`src/rtl/dual_rail_decoder_seq_if.sv`:
```
// Dual-rail address inputs and one-hot decode/status outputs of dual_rail_decoder_seq.
// The master side drives the rail pulses; the slave side is the decoder.
interface dual_rail_decoder_seq_if #(
    parameter int unsigned SIZE    = 2,
    parameter int unsigned COUNT_W = 8
);
    logic [SIZE-1:0]        in_data;
    logic [SIZE-1:0]        in_not;
    logic [(1<<SIZE)-1:0]   out_data;
    logic                   out_clk;
    logic                   busy;
    logic                   err_conflict;
    logic                   err_timeout;
    logic                   err_overrun;
    logic [COUNT_W-1:0]     decode_count;

    modport master (
        output in_data, in_not,
        input  out_data, out_clk, busy, err_conflict, err_timeout, err_overrun, decode_count
    );

    modport slave (
        input  in_data, in_not,
        output out_data, out_clk, busy, err_conflict, err_timeout, err_overrun, decode_count
    );
endinterface

```
`src/rtl/dual_rail_decoder_seq.sv`:
```
// Collects staggered dual-rail bit pulses into one token and emits a registered one-hot pulse,
// with arrival-window timeout, rail-conflict/overrun flags and a saturating decode counter.
module dual_rail_decoder_seq #(
    parameter int unsigned SIZE        = 2,
    parameter int unsigned PULSE_WIDTH = 2,
    parameter int unsigned TIMEOUT     = 4,
    parameter int unsigned COUNT_W     = 8
) (
    input logic                   clk,
    input logic                   rst,
    dual_rail_decoder_seq_if.slave bus
);
    localparam int unsigned OUT_W   = 1 << SIZE;
    localparam int unsigned TIMER_W = $clog2(TIMEOUT + 1);
    localparam int unsigned EMIT_W  = $clog2(PULSE_WIDTH + 1);
    localparam logic [TIMER_W-1:0] TIMER_MAX = TIMER_W'(TIMEOUT);
    localparam logic [EMIT_W-1:0]  EMIT_MAX  = EMIT_W'(PULSE_WIDTH);
    localparam logic [OUT_W-1:0]   ONE_HOT0  = OUT_W'(1);
    localparam logic [COUNT_W-1:0] COUNT_MAX = {COUNT_W{1'b1}};

    typedef enum logic [1:0] {StIdle, StCollect, StEmit} state_e;

    state_e             state_q, state_d;
    logic [SIZE-1:0]    arrived_q, arrived_d;
    logic [SIZE-1:0]    value_q, value_d;
    logic [TIMER_W-1:0] timer_q, timer_d;
    logic [EMIT_W-1:0]  emit_cnt_q, emit_cnt_d;
    logic [OUT_W-1:0]   out_data_q, out_data_d;
    logic               out_clk_q, out_clk_d;
    logic               busy_q, busy_d;
    logic               err_conflict_q, err_conflict_d;
    logic               err_timeout_q, err_timeout_d;
    logic               err_overrun_q, err_overrun_d;
    logic [COUNT_W-1:0] count_q, count_d;

    logic [SIZE-1:0]    pulses;
    logic [SIZE-1:0]    arr_new;
    logic [SIZE-1:0]    val_new;
    logic [TIMER_W-1:0] timer_next;
    logic               any_pulse;
    logic               conflict;
    logic               complete;
    logic               timed_out;

    always_comb begin
        pulses     = bus.in_data | bus.in_not;
        any_pulse  = |pulses;
        // arrived_q is always zero in IDLE, so one check covers both collecting states
        conflict   = (|(bus.in_data & bus.in_not)) | (|(pulses & arrived_q));
        arr_new    = arrived_q | pulses;
        val_new    = (value_q & ~pulses) | bus.in_data;
        complete   = &arr_new;
        timer_next = (state_q == StIdle) ? TIMER_W'(1) : timer_q + TIMER_W'(1);
        timed_out  = (timer_next == TIMER_MAX);
    end

    always_comb begin
        state_d        = state_q;
        arrived_d      = arrived_q;
        value_d        = value_q;
        timer_d        = timer_q;
        emit_cnt_d     = emit_cnt_q;
        out_data_d     = out_data_q;
        count_d        = count_q;
        err_conflict_d = 1'b0;
        err_timeout_d  = 1'b0;
        err_overrun_d  = 1'b0;

        unique case (state_q)
            StIdle, StCollect: begin
                if (state_q == StCollect || any_pulse) begin
                    if (conflict) begin
                        err_conflict_d = 1'b1;
                        state_d        = StIdle;
                        arrived_d      = '0;
                        value_d        = '0;
                        timer_d        = '0;
                    end else if (complete) begin
                        state_d    = StEmit;
                        arrived_d  = arr_new;
                        value_d    = val_new;
                        timer_d    = '0;
                        emit_cnt_d = EMIT_W'(1);
                        out_data_d = ONE_HOT0 << val_new;
                        if (count_q != COUNT_MAX) count_d = count_q + COUNT_W'(1);
                    end else if (timed_out) begin
                        err_timeout_d = 1'b1;
                        state_d       = StIdle;
                        arrived_d     = '0;
                        value_d       = '0;
                        timer_d       = '0;
                    end else begin
                        state_d   = StCollect;
                        arrived_d = arr_new;
                        value_d   = val_new;
                        timer_d   = timer_next;
                    end
                end
            end
            StEmit: begin
                err_overrun_d = any_pulse;
                if (emit_cnt_q == EMIT_MAX) begin
                    state_d    = StIdle;
                    arrived_d  = '0;
                    value_d    = '0;
                    emit_cnt_d = '0;
                    out_data_d = '0;
                end else begin
                    emit_cnt_d = emit_cnt_q + EMIT_W'(1);
                end
            end
            default: begin
                state_d    = StIdle;
                arrived_d  = '0;
                value_d    = '0;
                timer_d    = '0;
                emit_cnt_d = '0;
                out_data_d = '0;
            end
        endcase

        out_clk_d = |out_data_d;
        busy_d    = (state_d != StIdle);
    end

    always_ff @(posedge clk) begin
        if (rst) begin
            state_q        <= StIdle;
            arrived_q      <= '0;
            value_q        <= '0;
            timer_q        <= '0;
            emit_cnt_q     <= '0;
            out_data_q     <= '0;
            out_clk_q      <= 1'b0;
            busy_q         <= 1'b0;
            err_conflict_q <= 1'b0;
            err_timeout_q  <= 1'b0;
            err_overrun_q  <= 1'b0;
            count_q        <= '0;
        end else begin
            state_q        <= state_d;
            arrived_q      <= arrived_d;
            value_q        <= value_d;
            timer_q        <= timer_d;
            emit_cnt_q     <= emit_cnt_d;
            out_data_q     <= out_data_d;
            out_clk_q      <= out_clk_d;
            busy_q         <= busy_d;
            err_conflict_q <= err_conflict_d;
            err_timeout_q  <= err_timeout_d;
            err_overrun_q  <= err_overrun_d;
            count_q        <= count_d;
        end
    end

    assign bus.out_data     = out_data_q;
    assign bus.out_clk      = out_clk_q;
    assign bus.busy         = busy_q;
    assign bus.err_conflict = err_conflict_q;
    assign bus.err_timeout  = err_timeout_q;
    assign bus.err_overrun  = err_overrun_q;
    assign bus.decode_count = count_q;
endmodule
```
`src/flat_wrapper.sv`:
```
// flat-port wrapper written by rule: the top's interface ports become plain ports
module dual_rail_decoder_seq_flat 
#(
    parameter int unsigned SIZE        = 2,
    parameter int unsigned PULSE_WIDTH = 2,
    parameter int unsigned TIMEOUT     = 4,
    parameter int unsigned COUNT_W     = 8
)
  (clk, rst, bus_in_data, bus_in_not, bus_out_data, bus_out_clk, bus_busy, bus_err_conflict, bus_err_timeout, bus_err_overrun, bus_decode_count);
  dual_rail_decoder_seq_if #(.SIZE(SIZE), .COUNT_W(COUNT_W)) bus_i ();
  input logic clk;
  input logic rst;
  input wire logic [$bits(bus_i.in_data)-1:0] bus_in_data;
  input wire logic [$bits(bus_i.in_not)-1:0] bus_in_not;
  output wire logic [$bits(bus_i.out_data)-1:0] bus_out_data;
  output wire logic [$bits(bus_i.out_clk)-1:0] bus_out_clk;
  output wire logic [$bits(bus_i.busy)-1:0] bus_busy;
  output wire logic [$bits(bus_i.err_conflict)-1:0] bus_err_conflict;
  output wire logic [$bits(bus_i.err_timeout)-1:0] bus_err_timeout;
  output wire logic [$bits(bus_i.err_overrun)-1:0] bus_err_overrun;
  output wire logic [$bits(bus_i.decode_count)-1:0] bus_decode_count;
  assign bus_i.in_data = bus_in_data;
  assign bus_i.in_not = bus_in_not;
  assign bus_out_data = bus_i.out_data;
  assign bus_out_clk = bus_i.out_clk;
  assign bus_busy = bus_i.busy;
  assign bus_err_conflict = bus_i.err_conflict;
  assign bus_err_timeout = bus_i.err_timeout;
  assign bus_err_overrun = bus_i.err_overrun;
  assign bus_decode_count = bus_i.decode_count;
  dual_rail_decoder_seq #(.SIZE(SIZE), .PULSE_WIDTH(PULSE_WIDTH), .TIMEOUT(TIMEOUT), .COUNT_W(COUNT_W)) u_core (.clk(clk), .rst(rst), .bus(bus_i));
endmodule
```
`config.mk`:
```
export PLATFORM = sky130hd
export DESIGN_NAME = dual_rail_decoder_seq_flat
export DESIGN_NICKNAME = d
export VERILOG_FILES = /design/src/rtl/dual_rail_decoder_seq_if.sv /design/src/rtl/dual_rail_decoder_seq.sv /design/src/flat_wrapper.sv
export SDC_FILE = /design/constraint.sdc
export NUM_CORES = 1
export LEC_CHECK = 0
export ABC_AREA = 0
export BUFFER_PORTS_ARGS = -buffer_cell sky130_fd_sc_hd__buf_2
export CORE_MARGIN = 1
export CORE_UTILIZATION = 52
export DETAILED_ROUTE_END_ITERATION = 8
export PLACE_DENSITY = 0.75
export SLEW_MARGIN = 20
export SYNTH_ARGS = -nofsm -noshare
export SYNTH_HDL_FRONTEND = slang
export SYNTH_SLANG_ARGS = --single-unit
```
`constraint.sdc`:
```
create_clock -name clk -period 3 [get_ports clk]
set_input_delay 0.45 -clock clk [delete_from_list [all_inputs] [get_ports clk]]
set_output_delay 0.45 -clock clk [all_outputs]
set_load 0.01 [all_outputs]
```
==> impl_results.md <==
* Synth Area in Adders at around 2.7%
* Post-CTS Setup Bufs at 0
* Static Leakage at slightly below 0.0006 uW
* Rows at 17
* Top delay family on crit path: simple AND/OR/NAND/NOR gates
* Final-report hold violation count at 0
* Die X at around 52 um
* Crit path buf inv count at 0
* Required @ worst endpoint at 3240 ps
* DR WL/cell at between 10 and 15 um
* Pint at roughly 600 uW
* Clk network pwr share at 28.7%
* RD Place Congestion at 0.8821
* CTS tree: built
* Syn Area/Cell at 8.482 um2
* Top-area cell type share of the netlist area at roughly 43%
* CP max stage delay at between 700 and 800 ps
* Post-Syn Instances at around 150
* Total core area at about 2300 um2
* CTS resizes at 0
* Via count at between 1k and 1.5k
* Synth top area cells: dfxtp_1 43%, a21oi_1 5.7%, o21ai_0 5.7%
* Drt pass-1 iters at 4
* Syn nets at between 150 and 200
* Max-cap viol count at 0
* Switch share at about 29%
* Mux contribution to synthesized area at less than 1%
* Die area at approximately 2700 um2
* Worst-Skew Late Latency at 330 ps
* TNS Setup at 0 ps
* Pwr dens at slightly below 600 nW/um2
* Place WS at just under 700 ps
* Main combinational cell family by area after synthesis: simple AND/OR/NAND/NOR gates
* Ys flop type: dfxtp_1
* Fin crit period at about 2100 ps
* Initial antenna violation count at 0
* VDD IR max at around 0.34 mV
* Overall Power at 866.3 uW
* Die Ht at around 52 um
* IO Count at 23
* Detail Placement HPWL at between 1.5 and 2 mm
* N_diodes at 0
* Cts bufs inserted at 3
* Post-synthesis cell type count at 39
* #FFs+latches synth at 28
* Layout cells sized above 1 at a little under a fifth
* Vias in the first global route at between 1k and 1.5k
* Setup crit start: u_core.arrived_q[0]
* Final Net Count at approximately 180
* Logic pwr share at roughly a fifth
* Hold path startpoint: u_core.timer_q[2]
* Worst slew pin tran at 815.3 ps
* GRT Total Usage at between 20% and 30%
* Setup slack after layout at about 910 ps
* Critical R2R Launch: u_core.arrived_q[0]
* Leading area contributor after synthesis: dfxtp_1
* # setup viols final at 0
* Slew Limit Fails at 0
* Outcome: finished, final reports clean
* Tcrit/Tclk final at between 60% and 70%
* Headroom to the max-slew limit at a little under half
* Fin util at between 60 and 70%
* HP Class: register to register
* Crit end category: register
* Global-route wire length before repair at roughly 4.5 mm
* Deepest clock path buffer count at 2
* Synth Area in Simple Gates at around 25%
* Asr flop ratio synth at 0%
* Most frequent cell after synthesis: dfxtp_1
* Sequential share of power at between 50 and 60%
* # DRC at 0
* DR iter-0 viols at 31
* Psw at approximately 250 uW
* Post-synth EDFFs at 0
* Drt total wl at between 2 and 3 mm
* Clk slew on worst S/H paths at ~160 ps
* Grt ovf at 0
* Initial cell density of the core at 56.86%
* Startpoint types: register
* Vias per cell at 5.852
* Largest net degree at the start of global routing at 25
* IO Port Bufs at 22
* H-tree levels at 1
* Clock Skew at around 11 ps
* CTS Hold Bufs at 0
* Synth Cell Area at between 1000 and 1500 um2
* RSZ-0062 raised after global routing: false
* Synth Area in XOR/XNOR at under 10%
* Fmax at about 480 MHz
* Slowest CP cell: o32ai_1
* Crit-path cells: o32ai_1, nor3_1, nand2_1, or3b_2
* Final ANT Viol Nets at 0
* Top cells by count, synth: 28 x dfxtp_1, 15 x a21oi_1, 15 x o21ai_0
* Crit path DAT at roughly 2300 ps
* Synth warn at 0
* CP max FO at 7
* Area Overhead vs Synth at 13.03%
* Sequential area share after synthesis at between 40% and 50%
* Root Driver: clkbuf_4
* Kind of critical path: register to register
* Synth Area in Compound Gates at a little under a quarter
* CTS Sinks at 28
## final timing paths
kind	to	slack (ps)	cells past startpoint
worst max-delay path	u_core.bus.busy	910	4
worst min-delay path	u_core.timer_q[2]	480	2
worst max register to register	u_core.bus.busy	910	4
worst min register to register	u_core.timer_q[2]	480	2
## kinds of logic (layout without fill, tap and decap cells)
| group | after synthesis | count (layout) |
|---|---|---|
| multiplexers | 1 | 1 |
| buffers and inverters | 10 | 31 |
| AND/OR/NAND/NOR | 60 | 60 |
| adder cells (fa/ha/maj) | 3 | 3 |
| flip-flops | 28 | 28 |
| AO/OA/AOI/OAI | 50 | 50 |
| XOR/XNOR | 2 | 2 |
## worst reg2reg max path, stage by stage (launching register included)
cell     delay [ps]
dfxtp_1         370
o32ai_1         720
nor3_1          280
nand2_1         180
or3b_2          440
## layer usage
| metal | part of all wire, % | global-route usage [%] | vias up |
|---|---|---|---|
| met1 | 52 | 32.43 | 533 |
| met3 | 4.2 | 3.216 | 4 |
| li1 | - | - | 615 |
| met5 | 0 | 0 | - |
| met4 | 1.0 | 10.36 | 0 |
| met2 | 42 | 32.69 | 36 |
## power by group through the flow
stage	Combinational [uW]	Sequential, uW	Clock, uW
4_1_cts	183	433	255
3_5_place_dp	182	441	0
5_1_grt	207	438	267
6_report	184	434	249
2_1_floorplan	134	441	0
3_3_place_gp	179	440	0
## cells in the final DEF, fill, tap and decap left out, drive strengths merged, types with 5 or more instances in the layout
master / netlist / final
dfxtp: 28 / 28
buf: 2 / 22
o21ai: 15 / 15
a21oi: 15 / 15
nor2: 13 / 13
nand2: 10 / 10
or3: 6 / 6
nand3: 6 / 6
nor3: 5 / 5
inv: 5 / 5
## flip-flops by register name, summed over array words and instances (netlist names)
| name | flops |
|---|---|
| u_core.arrived_q | 2 |
| u_core.bus.busy | 1 |
| u_core.bus.decode_count | 8 |
| u_core.bus.err_conflict | 1 |
| u_core.bus.err_overrun | 1 |
| u_core.bus.err_timeout | 1 |
| u_core.bus.out_clk | 1 |
| u_core.bus.out_data | 4 |
| u_core.emit_cnt_q | 2 |
| u_core.state_q | 2 |
| u_core.timer_q | 3 |
| u_core.value_q | 2 |
## through the flow
| step | hold slack, ps | instance area (um2) | cells |
|---|---|---|---|
| after global routing | 511.4 | 1476 | 203 |
| after global placement | 456.5 | 1424 | 199 |
| after detailed placement | 464.5 | 1424 | 199 |
| after CTS | 484.0 | 1476 | 203 |
| final | 480.5 | 1476 | 203 |
| after floorplan | 444.4 | 1306 | 154 |
## layout make-up
cell class | count | area [um2]
Fill cell | 203 | 820.8
Multi-Input combinational cell | 116 | 699.4
Sequential cell | 28 | 560.5
Timing Repair Buffer | 22 | 110.1
Tap cell | 28 | 35.03
Clock inverter | 1 | 30.03
Clock buffer | 3 | 22.52
Inverter | 5 | 18.77
No activity file was read; power rests on OpenSTA's default activity.
